==> config.mk <==
export PLATFORM = sky130hd
export DESIGN_NAME = instr_fetch_req_ctrl
export DESIGN_NICKNAME = d
export VERILOG_FILES = /design/src/rtl/fetch_pkg.sv /design/src/rtl/instr_fetch_req_ctrl.sv
export SDC_FILE = /design/constraint.sdc
export NUM_CORES = 1
export LEC_CHECK = 0
export CAP_MARGIN = 15
export CORE_MARGIN = 2
export CORE_UTILIZATION = 50
export DETAILED_ROUTE_END_ITERATION = 8
export DONT_BUFFER_PORTS = 1
export GPL_ROUTABILITY_DRIVEN = 0
export PLACE_DENSITY = 0.75
export RECOVER_POWER = 50
export SLEW_MARGIN = 20
export SYNTH_ARGS = -nofsm -noshare
export SYNTH_HDL_FRONTEND = slang
export SYNTH_SLANG_ARGS = --single-unit
==> constraint.sdc <==
create_clock -name clk -period 6.3 [get_ports clk]
set_input_delay 0.315 -clock clk [delete_from_list [all_inputs] [get_ports clk]]
set_output_delay 0.315 -clock clk [all_outputs]
set_load 0.03 [all_outputs]
==> src/rtl/fetch_pkg.sv <==
// Shared types and constants for the instruction fetch path.
//   fetch_state_e : request engine FSM states
//   WORD_BYTES    : instruction bus word size in bytes
//   fetch_rsp_t   : one fetched word as pushed into the fetch FIFO
package fetch_pkg;

    typedef enum logic [1:0] {
        IDLE = 2'd0,
        REQ  = 2'd1,
        HALT = 2'd2
    } fetch_state_e;

    localparam int unsigned WORD_BYTES = 4;

    typedef struct packed {
        logic [31:0] rdata;
        logic        err;
        logic [31:0] addr;
    } fetch_rsp_t;

endpackage

==> src/rtl/instr_fetch_req_ctrl.sv <==
// Instruction-bus request engine feeding the prefetch FIFO.
// Issues word-aligned reads on req/gnt/rvalid, tracks up to NUM_REQS
// outstanding requests, drops responses made stale by a redirect and pushes
// the surviving words, tagged with their address, into the fetch FIFO.
// Ports:
//   clk, rstn                     clock, async active-low reset
//   redirect_i, redirect_pc_i     restart fetch at a new PC
//   fifo_free_i                   free entries in the fetch FIFO
//   instr_req_o/gnt_i/addr_o      bus request channel
//   instr_rvalid_i/rdata_i/err_i  bus response channel
//   rsp_valid_o/rdata_o/err_o/addr_o  push into the fetch FIFO (zero latency)
//   busy_o                        requests outstanding or pending
module instr_fetch_req_ctrl
    import fetch_pkg::*;
#(
    parameter logic [31:0]  PC_RESET = 32'h0000_0000,
    parameter int unsigned  NUM_REQS = 2,
    localparam int unsigned CNT_W    = $clog2(NUM_REQS + 1)
) (
    input  logic             clk,
    input  logic             rstn,
    input  logic             redirect_i,
    input  logic [31:0]      redirect_pc_i,
    input  logic [CNT_W-1:0] fifo_free_i,
    output logic             instr_req_o,
    input  logic             instr_gnt_i,
    output logic [31:0]      instr_addr_o,
    input  logic             instr_rvalid_i,
    input  logic [31:0]      instr_rdata_i,
    input  logic             instr_err_i,
    output logic             rsp_valid_o,
    output logic [31:0]      rsp_rdata_o,
    output logic             rsp_err_o,
    output logic [31:0]      rsp_addr_o,
    output logic             busy_o
);

    localparam logic [31:0]      ALIGN_MASK = 32'hFFFF_FFFC;
    localparam logic [31:0]      PC_START   = PC_RESET & ALIGN_MASK;
    localparam logic [31:0]      STEP       = 32'(WORD_BYTES);
    localparam logic [CNT_W-1:0] MAX_OUT    = CNT_W'(NUM_REQS);

    fetch_state_e     state_q;
    logic [31:0]      fetch_addr_q;   // address of the next request to issue
    logic [31:0]      req_addr_q;     // address currently driven on the bus
    logic [31:0]      rsp_addr_q;     // address of the next non-stale response
    logic [CNT_W-1:0] outstanding_q;
    logic [CNT_W-1:0] discard_q;
    logic             pend_stale_q;   // pending request was overtaken by a redirect
    logic             halt_q;         // error seen, stop issuing until redirect

    logic             gnt_acc;
    logic             stale_gnt;
    logic             rsp_push;
    logic             rsp_drop;
    logic             halt_n;
    logic             issue_ok;
    logic [CNT_W-1:0] out_gnt;
    logic [CNT_W-1:0] disc_gnt;
    logic [CNT_W-1:0] out_n;
    logic [CNT_W-1:0] disc_n;
    logic [31:0]      redirect_pc;
    logic [31:0]      fetch_addr_n;
    fetch_rsp_t       rsp;

    assign redirect_pc = redirect_pc_i & ALIGN_MASK;
    assign gnt_acc     = (state_q == REQ) && instr_gnt_i;
    assign stale_gnt   = gnt_acc && pend_stale_q;
    assign rsp_push    = instr_rvalid_i && (discard_q == '0) && !redirect_i;
    assign rsp_drop    = instr_rvalid_i && (discard_q != '0) && !redirect_i;

    // Counters after this cycle's grant but before its response: the issue
    // decision ignores same-cycle responses so a word just pushed (not yet
    // reflected in fifo_free_i) can never cause the FIFO to be overcommitted.
    assign out_gnt  = outstanding_q + CNT_W'(gnt_acc);
    assign disc_gnt = discard_q + CNT_W'(stale_gnt);
    assign out_n    = out_gnt - CNT_W'(instr_rvalid_i);
    // On redirect everything still in flight (including this cycle's grant) is stale.
    assign disc_n   = redirect_i ? out_n : disc_gnt - CNT_W'(rsp_drop);
    assign halt_n   = !redirect_i && (halt_q || (rsp_push && instr_err_i));
    assign issue_ok = (out_gnt < MAX_OUT) && ((out_gnt - disc_gnt) < fifo_free_i)
                      && !redirect_i && !halt_n;

    // A stale grant already had its successor address replaced by the redirect PC.
    assign fetch_addr_n = redirect_i                ? redirect_pc :
                          (gnt_acc && !pend_stale_q) ? fetch_addr_q + STEP :
                                                      fetch_addr_q;

    // FSM, counters and address registers.
    always_ff @(posedge clk or negedge rstn) begin
        if (!rstn) begin
            state_q       <= IDLE;
            fetch_addr_q  <= PC_START;
            req_addr_q    <= PC_START;
            rsp_addr_q    <= PC_START;
            outstanding_q <= '0;
            discard_q     <= '0;
            pend_stale_q  <= 1'b0;
            halt_q        <= 1'b0;
        end else begin
            outstanding_q <= out_n;
            discard_q     <= disc_n;
            halt_q        <= halt_n;
            fetch_addr_q  <= fetch_addr_n;

            if (gnt_acc) begin
                pend_stale_q <= 1'b0;
            end else if (redirect_i && (state_q == REQ)) begin
                pend_stale_q <= 1'b1;
            end

            if (redirect_i) begin
                rsp_addr_q <= redirect_pc;
            end else if (rsp_push) begin
                rsp_addr_q <= rsp_addr_q + STEP;
            end

            case (state_q)
                IDLE: begin
                    if (halt_n) begin
                        state_q <= HALT;
                    end else if (issue_ok) begin
                        state_q    <= REQ;
                        req_addr_q <= fetch_addr_n;
                    end
                end
                // The request is never retracted or re-addressed before its grant.
                REQ: begin
                    if (instr_gnt_i) begin
                        if (issue_ok) begin
                            req_addr_q <= fetch_addr_n;
                        end else if (halt_n) begin
                            state_q <= HALT;
                        end else begin
                            state_q <= IDLE;
                        end
                    end
                end
                HALT: begin
                    if (redirect_i) begin
                        state_q <= IDLE;
                    end
                end
                default: state_q <= IDLE;
            endcase
        end
    end

    assign rsp = '{rdata: instr_rdata_i, err: instr_err_i, addr: rsp_addr_q};

    assign instr_req_o  = (state_q == REQ);
    assign instr_addr_o = req_addr_q;
    assign rsp_valid_o  = rsp_push;
    assign rsp_rdata_o  = rsp.rdata;
    assign rsp_err_o    = rsp.err;
    assign rsp_addr_o   = rsp.addr;
    assign busy_o       = (outstanding_q != '0) || (state_q == REQ);

    // Bus protocol and counter sanity.
    a_no_orphan_rvalid: assert property (@(posedge clk) disable iff (!rstn)
        instr_rvalid_i |-> (outstanding_q != '0));
    a_discard_bound: assert property (@(posedge clk) disable iff (!rstn)
        discard_q <= outstanding_q);
    a_req_stable: assert property (@(posedge clk) disable iff (!rstn)
        (instr_req_o && !instr_gnt_i) |=> (instr_req_o && $stable(instr_addr_o)));

endmodule

==> impl_results.md, run 1 <==
* Slew Limit Headroom at 35.0%
* Setup Viol. Count Final at 0
* CP peak stage delay at 0.83 ns
* Avg Cell Area, Syn at 10.6 sq um
* Initial antenna violation count at 0
* Total grt overflow at 0
* Number of port buffers at 0
* Vias in the first global route at 3,962
* Ys async rst share at 100%
* Netlist cell types at 55
* RSZ-0062 raised after global routing: false
* Post-synth top area cell: dfrtp_1
* Worst Path Buf+Inv at 0
* Critical-path maximum fanout at 40
* Die area at 0.0120 sq mm
* Initial Util at 51.3%
* P&R area growth vs syn at 1.53%
* Antenna Nets Post-Route at 0
* Tcrit/Tclk final at 68.9%
* Worst clock skew at 0.0156 ns
* Residual DRC count at 0
* Final hold viol count at 0
* Via density at 6.06
* Crit path kind: register to register
* Site Rows at 38
* Most used cell along the critical path: xnor2_1
* DRT Pass-1 Iters at 5
* Largest net degree at the start of global routing at 103
* Synthesized instance count at 523
* Most common cell in the netlist: dfrtp_1
* CTS tree: done
* Worst setup EP type: register
* Initial drt markers at 295
* Hold_buf cts at 3
* Worst-Skew Late Latency at 0.39 ns
* DP Area at 0.00539 sq mm
* CP required at 6.57 ns
* Synth Warn # at 0
* Setup tns final at 0 ns
* Post-synthesis sequential area ratio at 45.9%
* First-pass GRT wire length at 20,300 um
* Ys flop type: dfrtp_1
* Htree depth at 3
* Count of state elements after synthesis at 102
* Highest-delay cell along the critical path: nand3_2
* CP cell instances: nor2b_1 -> and3_1 -> ha_1 -> xnor2_1 -> xnor2_1 -> xnor2_1 -> ha_1 -> a21boi_0 -> nor4b_2 -> nand3_2 -> mux2_1
* Gr usage total at 22.6%
* Setup bufs post-CTS at 0
* Placed wire-length estimate at 9500 um
* Delay-heaviest family, CP: simple AND/OR/NAND/NOR gates
* CTS Buffer Depth at 2
* Post_cts resized at 0
* Die Span Y at 109 um
* Vias post-DR at 3,829
* Clk sinks at 102
* Leak at 0.00232 uW
* Final min period at 4.34 ns
* WL final at 13,300 um
* Number of synthesized flops with an enable pin at 0
* Clock root buffer: clkbuf_8
* Worst Max-Slew Pin Slew at 0.974 ns
* Maxcap violations at 0
* Total CTS buffers at 9
* Hold Path Class: primary input to register
* Syn Std Cell Area at 0.00556 sq mm
* Post-synth top cells: dfrtp_1 (102), nand2_1 (39), buf_4 (36)
* Maximum VDD drop at 0.215 mV
* Run status: finished clean
* Critical path arrival at 4.61 ns
* Ant diodes at 0
* Layout cells sized above 1 at 14.4%
* Share of the synthesized area in the top cell type at 45.9%
* FMAX at 0.230 GHz
* Core Box Area at 0.0108 sq mm
* Chip width at 109 um
* Fin area at 0.00564 sq mm
* Ranking of synthesized cells by area: dfrtp_1 (46%), mux2_2 (6.3%), xnor2_1 (5.2%)
* Final net count at 567
* Setup crit start kind: register
* CTS clock-pin slew for the worst setup and hold paths at 0.10 ns
* Drt wl/cell at 21.1 um
* I/O pin count at 172
* Final Max Tran Viols at 0
* Power Density at 379 mW/mm^2
per-layer routing:
metal  global-route usage (%)  share of wire (%)  vias up
li1                         -                  -     1723
met1                     26.6                 40     1889
met2                     36.4                 47      169
met3                     7.59                9.9       48
met4                     12.0                3.3        0
met5                        0                  0        -
placed cells by master (no fill, tap or decap), types with 6 or more instances in the layout:
cell      synthesis  layout
nor2_1           31      31
clkbuf_8          0      10
nand3_1          23      23
a21oi_1          18      18
xnor2_1          33      33
inv_1            15      14
mux2_2           31      31
nand2_1          39      39
nor3_1            8       8
nand2b_1          8       8
nand4_1          25      25
ha_1              8       8
mux2_1           20      20
xor2_1           24      24
dfrtp_1         102     102
or3_1             6       6
per-stage QoR:
stage / hold slack (ns) / worst slack [ns] / util (%) / instances / total power, uW
floorplan: 0.0194 / 3.08 / - / 524 / 1650
global placement: 0.0226 / 2.10 / 49.7 / 612 / 1700
detailed placement: 0.0226 / 1.93 / 49.7 / 612 / 1740
CTS: 0.00632 / 1.92 / 52.0 / 631 / 2160
global route: 0.0266 / 1.58 / 52.0 / 632 / 2270
finish: 0.0479 / 1.96 / 52.0 / 632 / 2140
path summary, 6_finish.rpt:
kind                                                 from                            to  slack, ns  cells after the start
min in group asynchronous                            rstn    rsp_addr_o[16]$_DFFE_PN0N_       0.52                      2
worst min-delay path                    redirect_pc_i[25]    rsp_addr_o[25]$_DFFE_PN0N_       0.05                      2
worst max-delay path               state_q[0]$_DFFE_PN0P_  instr_addr_o[14]$_DFFE_PN0P_       1.96                     11
worst min register to register  fetch_addr_q[1]$_DFF_PN0_     fetch_addr_q[1]$_DFF_PN0_       0.52                      1
worst max register to register     state_q[0]$_DFFE_PN0P_  instr_addr_o[14]$_DFFE_PN0P_       1.96                     11
max in group asynchronous                            rstn  instr_addr_o[11]$_DFFE_PN0P_       5.39                      2
sequential cells by signal, summed over array words and instances (netlist names):
signal,cells
halt_q,1
fetch_addr_q,32
discard_q,2
instr_addr_o,32
pend_stale_q,1
state_q,2
rsp_addr_o,30
outstanding_q,2
cell type report:
class,count,area (sq um)
Fill cell,954,5200
Multi-Input combinational cell,353,2590
Sequential cell,102,2550
Tap cell,140,175
Clock buffer,10,138
Timing Repair Buffer,6,72.6
Inverter,15,56.3
Clock inverter,6,53.8
where the power goes:
part           switching [uW]  internal [uW]  leakage [uW]
sequential                399            816       0.00120
clock                     241            161     0.0000954
combinational             280            243       0.00103
cell families after synthesis:
logic type               Yosys count  share of synthesized area (%)
adder cells (fa/ha/maj)            8                           1.80
multiplexers                      56                           11.2
AND/OR/NAND/NOR                  183                           19.1
flip-flops                       102                           45.9
other                              1                         0.0675
AO/OA/AOI/OAI                     46                           5.09
XOR/XNOR                          58                           9.28
buffers and inverters             69                           7.45
Power figures use the tool's default switching activity.
==> run 2, diff against run 1 <==
- PLACE_DENSITY: 0.75 -> 0.78
- clock period: 6.3 -> 3.85 ns (I/O delays scaled with it)
==> run 2 against run 1 <==
Net effect:
- hold slack got worse by 0.041 ns
- critical endpoint is now instr_addr_o[25]$_DFFE_PN0P_
- routed wire length fell by 1.0%
- clock skew fell by 0.0031 ns
- the flow now finishes with violations (max-capacitance violations, max-slew violations)
- non-clock buffer count rose by 25
- highest routed layer unchanged
==> impl_results.md, run 2 (synthesized netlist as in run 1, its figures left out) <==
* Run status: complete, but fails checks (was finished clean)
* Violated checks: max-capacitance violations, max-slew violations
* Leak at 0.00243 uW (was 0.00232 uW)
* P&R area growth vs syn at 5.76% (was 1.53%)
* Worst-Skew Late Latency at 0.38 ns (was 0.39 ns)
* Clk sinks at 102 (unchanged)
* Total grt overflow at 0 (unchanged)
* Final net count at 592 (was 567)
* Antenna Nets Post-Route at 0 (unchanged)
* Largest net degree at the start of global routing at 103 (unchanged)
* Die area at 0.0120 sq mm (unchanged)
* Worst hold path stage count at 3 (was 2)
* Worst setup EP type: register (unchanged)
* Crit path kind: register to register (unchanged)
* Reg2Reg Depth at 13 (was 11)
* Critical path arrival at 3.60 ns (was 4.61 ns)
* Number of port buffers at 0 (unchanged)
* Initial antenna violation count at 0 (unchanged)
* Worst Max-Slew Pin Slew at 2.45 ns (was 0.974 ns)
* Htree depth at 3 (unchanged)
* Site Rows at 38 (unchanged)
* Most frequent cells in the layout: dfrtp_1 (102), nand2_1 (39), xnor2_1 (33) (unchanged)
* Maxcap violations at 1 (was 0)
* Min-Delay Startpoint: redirect_i (was redirect_pc_i[25])
* Initial drt markers at 237 (was 295)
* Hold Path Class: primary input to register (unchanged)
* Layout cells sized above 1 at 14.3% (was 14.4%)
* R2R setup slack at 0.51 ns (was 1.96 ns)
* FMAX at 0.300 GHz (was 0.230 GHz)
* Slew Limit Headroom at -63.1% (was 35.0%)
* CTS clock-pin slew for the worst setup and hold paths at 0.09 ns (was 0.10 ns)
* Power Density at 599 mW/mm^2 (was 379 mW/mm^2)
* Setup tns final at 0 ns (unchanged)
* Commonest non-fill, non-tap cell in the layout: dfrtp_1 (unchanged)
* Total CTS buffers at 9 (unchanged)
* Setup WS pre-CTS at 0.542 ns (was 1.93 ns)
* Hold Slack at 0.00739 ns (was 0.0479 ns)
* Initial Util at 51.3% (unchanged)
* CTS tree: done (unchanged)
* RSZ-0062 raised after global routing: false (unchanged)
* Reg-to-reg endpoint: instr_addr_o[25]$_DFFE_PN0P_ (was instr_addr_o[14]$_DFFE_PN0P_)
* Maximum VDD drop at 0.412 mV (was 0.215 mV)
* Final WS setup at 0.513 ns (was 1.96 ns)
* Drt wl/cell at 20.0 um (was 21.1 um)
* Die Span Y at 109 um (unchanged)
* Vias post-DR at 3,840 (was 3,829)
* Worst reg2reg startpoint: state_q[0]$_DFFE_PN0P_ (unchanged)
* Final hold viol count at 0 (unchanged)
* Hold endpoint: state_q[0]$_DFFE_PN0P_ (was rsp_addr_o[25]$_DFFE_PN0N_)
* Gr usage total at 22.7% (was 22.6%)
* Setup crit start kind: register (unchanged)
* Final min period at 3.34 ns (was 4.34 ns)
* Chip width at 109 um (unchanged)
* Vias in the first global route at 3,842 (was 3,962)
* Via density at 5.84 (was 6.06)
* DRT Pass-1 Iters at 4 (was 5)
* DP Area at 0.00541 sq mm (was 0.00539 sq mm)
* Setup Viol. Count Final at 0 (unchanged)
* Placed wire-length estimate at 9120 um (was 9500 um)
* I/O pin count at 172 (unchanged)
* CP required at 4.11 ns (was 6.57 ns)
* Fin area at 0.00588 sq mm (was 0.00564 sq mm)
* Core Box Area at 0.0108 sq mm (unchanged)
* Clock root buffer: clkbuf_8 (unchanged)
* Ant diodes at 0 (unchanged)
* First-pass GRT wire length at 20,500 um (was 20,300 um)
* Residual DRC count at 0 (unchanged)
* Tcrit/Tclk final at 86.7% (was 68.9%)
* Worst clock skew at 0.0125 ns (was 0.0156 ns)
* Post-layout util at 54.2% (was 52.0%)
* CTS Buffer Depth at 2 (unchanged)
* WL final at 13,200 um (was 13,300 um)
* Critical-path maximum fanout at 40 (unchanged)
* Final Max Tran Viols at 103 (was 0)
## run 2: cell types whose count changed in the layout (fill, tap and decap cells not counted), sizes merged
cell,before,now
buf,3,5
inv,18,16
clkbuf,10,12
clkinv,2,3
dlygate4sd3,3,25
## run 2: where the power goes
group          internal [uW]  switching, uW  total (uW)
registers               1340            652        1990
clock network            276            377         653
logic                    416            461         878
## run 2: final cells by class
cell class                      count  area [sq um]
Multi-Input combinational cell    353          2590
Sequential cell                   102          2550
Timing Repair Buffer               31           305
Inverter                           15          56.3
Clock inverter                      5          42.5
Tap cell                          140           175
Clock buffer                       11           151
Fill cell                         897          4960
## run 2: critical path: stages, from the launching register on
cell	delay [ns]
dfrtp_1	0.44
nor2b_1	0.16
buf_4	0.18
and2_1	0.18
ha_1	0.21
xnor2_2	0.23
xnor2_1	0.16
xnor2_1	0.15
ha_1	0.25
a21boi_0	0.13
nor4b_2	0.32
nand3_2	0.11
buf_4	0.31
mux2_1	0.37
## run 2: worst max-delay path by stage
| stage | startpoint | end | cells past startpoint |
|---|---|---|---|
| floorplan | state_q[0]$_DFFE_PN0P_ | instr_addr_o[14]$_DFFE_PN0P_ | 12 |
| global placement | state_q[0]$_DFFE_PN0P_ | instr_addr_o[18]$_DFFE_PN0P_ | 13 |
| detailed placement | state_q[0]$_DFFE_PN0P_ | instr_addr_o[31]$_DFFE_PN0P_ | 13 |
| CTS | state_q[0]$_DFFE_PN0P_ | instr_addr_o[24]$_DFFE_PN0P_ | 13 |
| global route | state_q[0]$_DFFE_PN0P_ | instr_addr_o[17]$_DFFE_PN0P_ | 13 |
| finish | state_q[0]$_DFFE_PN0P_ | instr_addr_o[25]$_DFFE_PN0P_ | 13 |
## run 2: metrics by stage
step | power, uW | instances
6_report | 3520 | 657
5_1_grt | 3740 | 657
4_1_cts | 3550 | 657
3_5_place_dp | 2830 | 614
3_3_place_gp | 2790 | 614
2_1_floorplan | 2700 | 524
## run 2: what timing repair did
action | 4_1_cts | 5_1_grt
hold endpoints to repair | 157 | 0
setup buffers | 0 | 0
gates resized for setup | 0 | 0
hold buffers | 27 | 0
endpoints found under the setup margin | 0 | 0
## run 2: metal layers
| layer | vias up | global-route usage (%) | routed length, um |
|---|---|---|---|
| met5 | - | 0 | 0 |
| met4 | 0 | 8.23 | 266 |
| met3 | 39 | 7.47 | 1310 |
| met2 | 141 | 37.4 | 6480 |
| met1 | 1897 | 27.7 | 5120 |
| li1 | 1763 | - | - |
==> run 3, diff against run 2 <==
- PLACE_DENSITY: 0.78 -> 0.75
- clock period: 3.85 -> 4.3 ns (I/O delays scaled with it)
==> run 3 against run 2 <==
Net effect:
- the run still ends with max-capacitance violations, max-slew violations left
- flip-flop and latch count unchanged
- clock skew decreased by 0.0015 ns
- hold slack improved by 0.012 ns
- largest power group unchanged
- highest routed layer unchanged
==> impl_results.md, run 3 (synthesized netlist as in run 1, its figures left out) <==
* Run status: complete, but fails checks (unchanged)
* Violated checks: max-capacitance violations, max-slew violations (unchanged)
* Ant diodes at 0 (unchanged)
* Fillers at 942 (was 897)
* Largest net degree at the start of global routing at 103 (unchanged)
* Htree depth at 3 (unchanged)
* Post_cts resized at 0 (unchanged)
* Final min period at 3.51 ns (was 3.34 ns)
* Worst setup EP type: register (unchanged)
* Final WS setup at 0.794 ns (was 0.513 ns)
* DP Area at 0.00541 sq mm (unchanged)
* Critical-path maximum fanout at 40 (unchanged)
* CP required at 4.57 ns (was 4.11 ns)
* RSZ-0062 raised after global routing: false (unchanged)
* Total CTS buffers at 9 (unchanged)
* CTS clock-pin slew for the worst setup and hold paths at 0.09 ns (about the same)
* Gr usage total at 23.5% (was 22.7%)
* Residual DRC count at 0 (unchanged)
* Via density at 5.97 (was 5.84)
* Setup crit start kind: register (unchanged)
* Highest-delay cell along the critical path: dfrtp_1 (unchanged)
* Initial drt markers at 266 (was 237)
* Final Max Tran Viols at 103 (unchanged)
* Tcrit/Tclk final at 81.5% (was 86.7%)
* Critical path arrival at 3.77 ns (was 3.60 ns)
* Leak at 0.00243 uW (about the same)
* Post-route insts no fill at 656 (was 657)
* CTS tree: done (unchanged)
* WL final at 13,600 um (was 13,200 um)
* Worst clock skew at 0.0110 ns (was 0.0125 ns)
* Slew Limit Headroom at -67.2% (was -63.1%)
* Setup tns final at 0 ns (unchanged)
* Site Rows at 38 (unchanged)
* CP cell instances: nor2b_1 -> clkbuf_1 -> and3_1 -> ha_1 -> xnor2_1 -> xnor2_1 -> xnor2_1 -> ha_1 -> a21boi_0 -> nor4b_2 -> nand3_2 -> buf_4 -> mux2_1 (was nor2b_1 -> buf_4 -> and2_1 -> ha_1 -> xnor2_2 -> xnor2_1 -> xnor2_1 -> ha_1 -> a21boi_0 -> nor4b_2 -> nand3_2 -> buf_4 -> mux2_1)
* Commonest non-fill, non-tap cell in the layout: dfrtp_1 (unchanged)
* Final net count at 591 (was 592)
* Core Box Area at 0.0108 sq mm (unchanged)
* Total grt overflow at 0 (unchanged)
* Chip width at 109 um (unchanged)
* Worst-Skew Late Latency at 0.38 ns (about the same)
* Initial antenna violation count at 0 (unchanged)
* Crit path kind: register to register (unchanged)
* Hold Path Class: primary input to register (unchanged)
* Die area at 0.0120 sq mm (unchanged)
* Vias in the first global route at 4,088 (was 3,842)
* Setup Viol. Count Final at 0 (unchanged)
* Clk sinks at 102 (unchanged)
* DRT Pass-1 Iters at 5 (was 4)
* Setup WS pre-CTS at 0.964 ns (was 0.542 ns)
* Clock root buffer: clkbuf_8 (unchanged)
* Maxcap violations at 1 (unchanged)
* Maximum VDD drop at 0.328 mV (was 0.412 mV)
* Die Span Y at 109 um (unchanged)
* Initial Util at 51.3% (unchanged)
* Most frequent cells in the layout: dfrtp_1 (102), nand2_1 (39), xnor2_1 (33) (unchanged)
* First-pass GRT wire length at 21,200 um (was 20,500 um)
* Placed wire-length estimate at 9150 um (was 9120 um)
* Layout cells sized above 1 at 14.0% (was 14.3%)
* Setup bufs post-CTS at 0 (unchanged)
* CTS Buffer Depth at 2 (unchanged)
* P&R area growth vs syn at 6.30% (was 5.76%)
* Placed insts at 614 (unchanged)
* Final hold viol count at 0 (unchanged)
* CP peak stage delay at 0.44 ns (about the same)
* Antenna Nets Post-Route at 0 (unchanged)
* Fin area at 0.00591 sq mm (was 0.00588 sq mm)
* Drt wl/cell at 20.7 um (was 20.0 um)
* Worst Max-Slew Pin Slew at 2.51 ns (was 2.45 ns)
* Vias post-DR at 3,918 (was 3,840)
* I/O pin count at 172 (unchanged)
* Number of port buffers at 0 (unchanged)
* FMAX at 0.285 GHz (was 0.300 GHz)
* Overall power at 3300 uW (was 3520 uW)
* Power Density at 558 mW/mm^2 (was 599 mW/mm^2)
* Most used cell along the critical path: xnor2_1
[run 3: per-stage QoR]
stage / hold slack, ns / utilization, %
2_1_floorplan: -0.0806 / -
3_3_place_gp: -0.0762 / 49.9
3_5_place_dp: -0.0772 / 49.9
4_1_cts: 0.00167 / 54.7
5_1_grt: 0.0149 / 54.5
6_report: 0.0198 / 54.5
[run 3: worst paths after layout]
check	cells after the start	slack (ns)	to	from
setup / recovery	13	0.79	instr_addr_o[12]$_DFFE_PN0P_	state_q[0]$_DFFE_PN0P_
hold / removal	2	0.02	fetch_addr_q[9]$_DFF_PN0_	redirect_pc_i[9]
setup reg to reg	13	0.79	instr_addr_o[12]$_DFFE_PN0P_	state_q[0]$_DFFE_PN0P_
hold reg to reg	1	0.52	fetch_addr_q[1]$_DFF_PN0_	fetch_addr_q[1]$_DFF_PN0_
max in group asynchronous	2	1.65	fetch_addr_q[12]$_DFF_PN0_	rstn
min in group asynchronous	2	1.17	instr_addr_o[26]$_DFFE_PN0P_	rstn
[run 3: report_power, final]
| group | total, uW | leakage, uW | switching (uW) | internal (uW) |
|---|---|---|---|---|
| combinational | 793 | 0.00112 | 421 | 372 |
| sequential | 1780 | 0.00120 | 588 | 1200 |
| clock | 722 | 0.000112 | 336 | 386 |
| total | 3300 | 0.00243 | 1350 | 1950 |
[run 3: per-layer routing]
metal	GRT usage, %	routed length [um]	share of wire (%)
met2	37.7	6420	47
met3	7.53	1330	9.8
met5	0	0	0
met1	28.7	5350	39
met4	11.0	469	3.5
[run 3: area by class of cell]
class,instances,area (sq um),share of cell area (%)
sequential,102,2550,43.2
inverter,15,56.3,0.953
clock inverter,6,110,1.86
multi-input combinational,353,2590,43.9
timing repair buffer,30,292,4.94
clock buffer,10,128,2.16
tap,140,175,2.97
[run 3: worst max-delay path, delay by kind of cell (launching register included)]
kind	cells	cell delay [ns]
adder cells (fa/ha/maj)	2	0.43
AND/OR/NAND/NOR	4	0.87
buffers and inverters	2	0.56
XOR/XNOR	3	0.56
multiplexers	1	0.37
flip-flops	1	0.44
AO/OA/AOI/OAI	1	0.14
[run 3: what timing repair did]
item                       CTS  global route
hold endpoints to repair   152             0
setup endpoints to repair    0             0
hold buffers                26             0
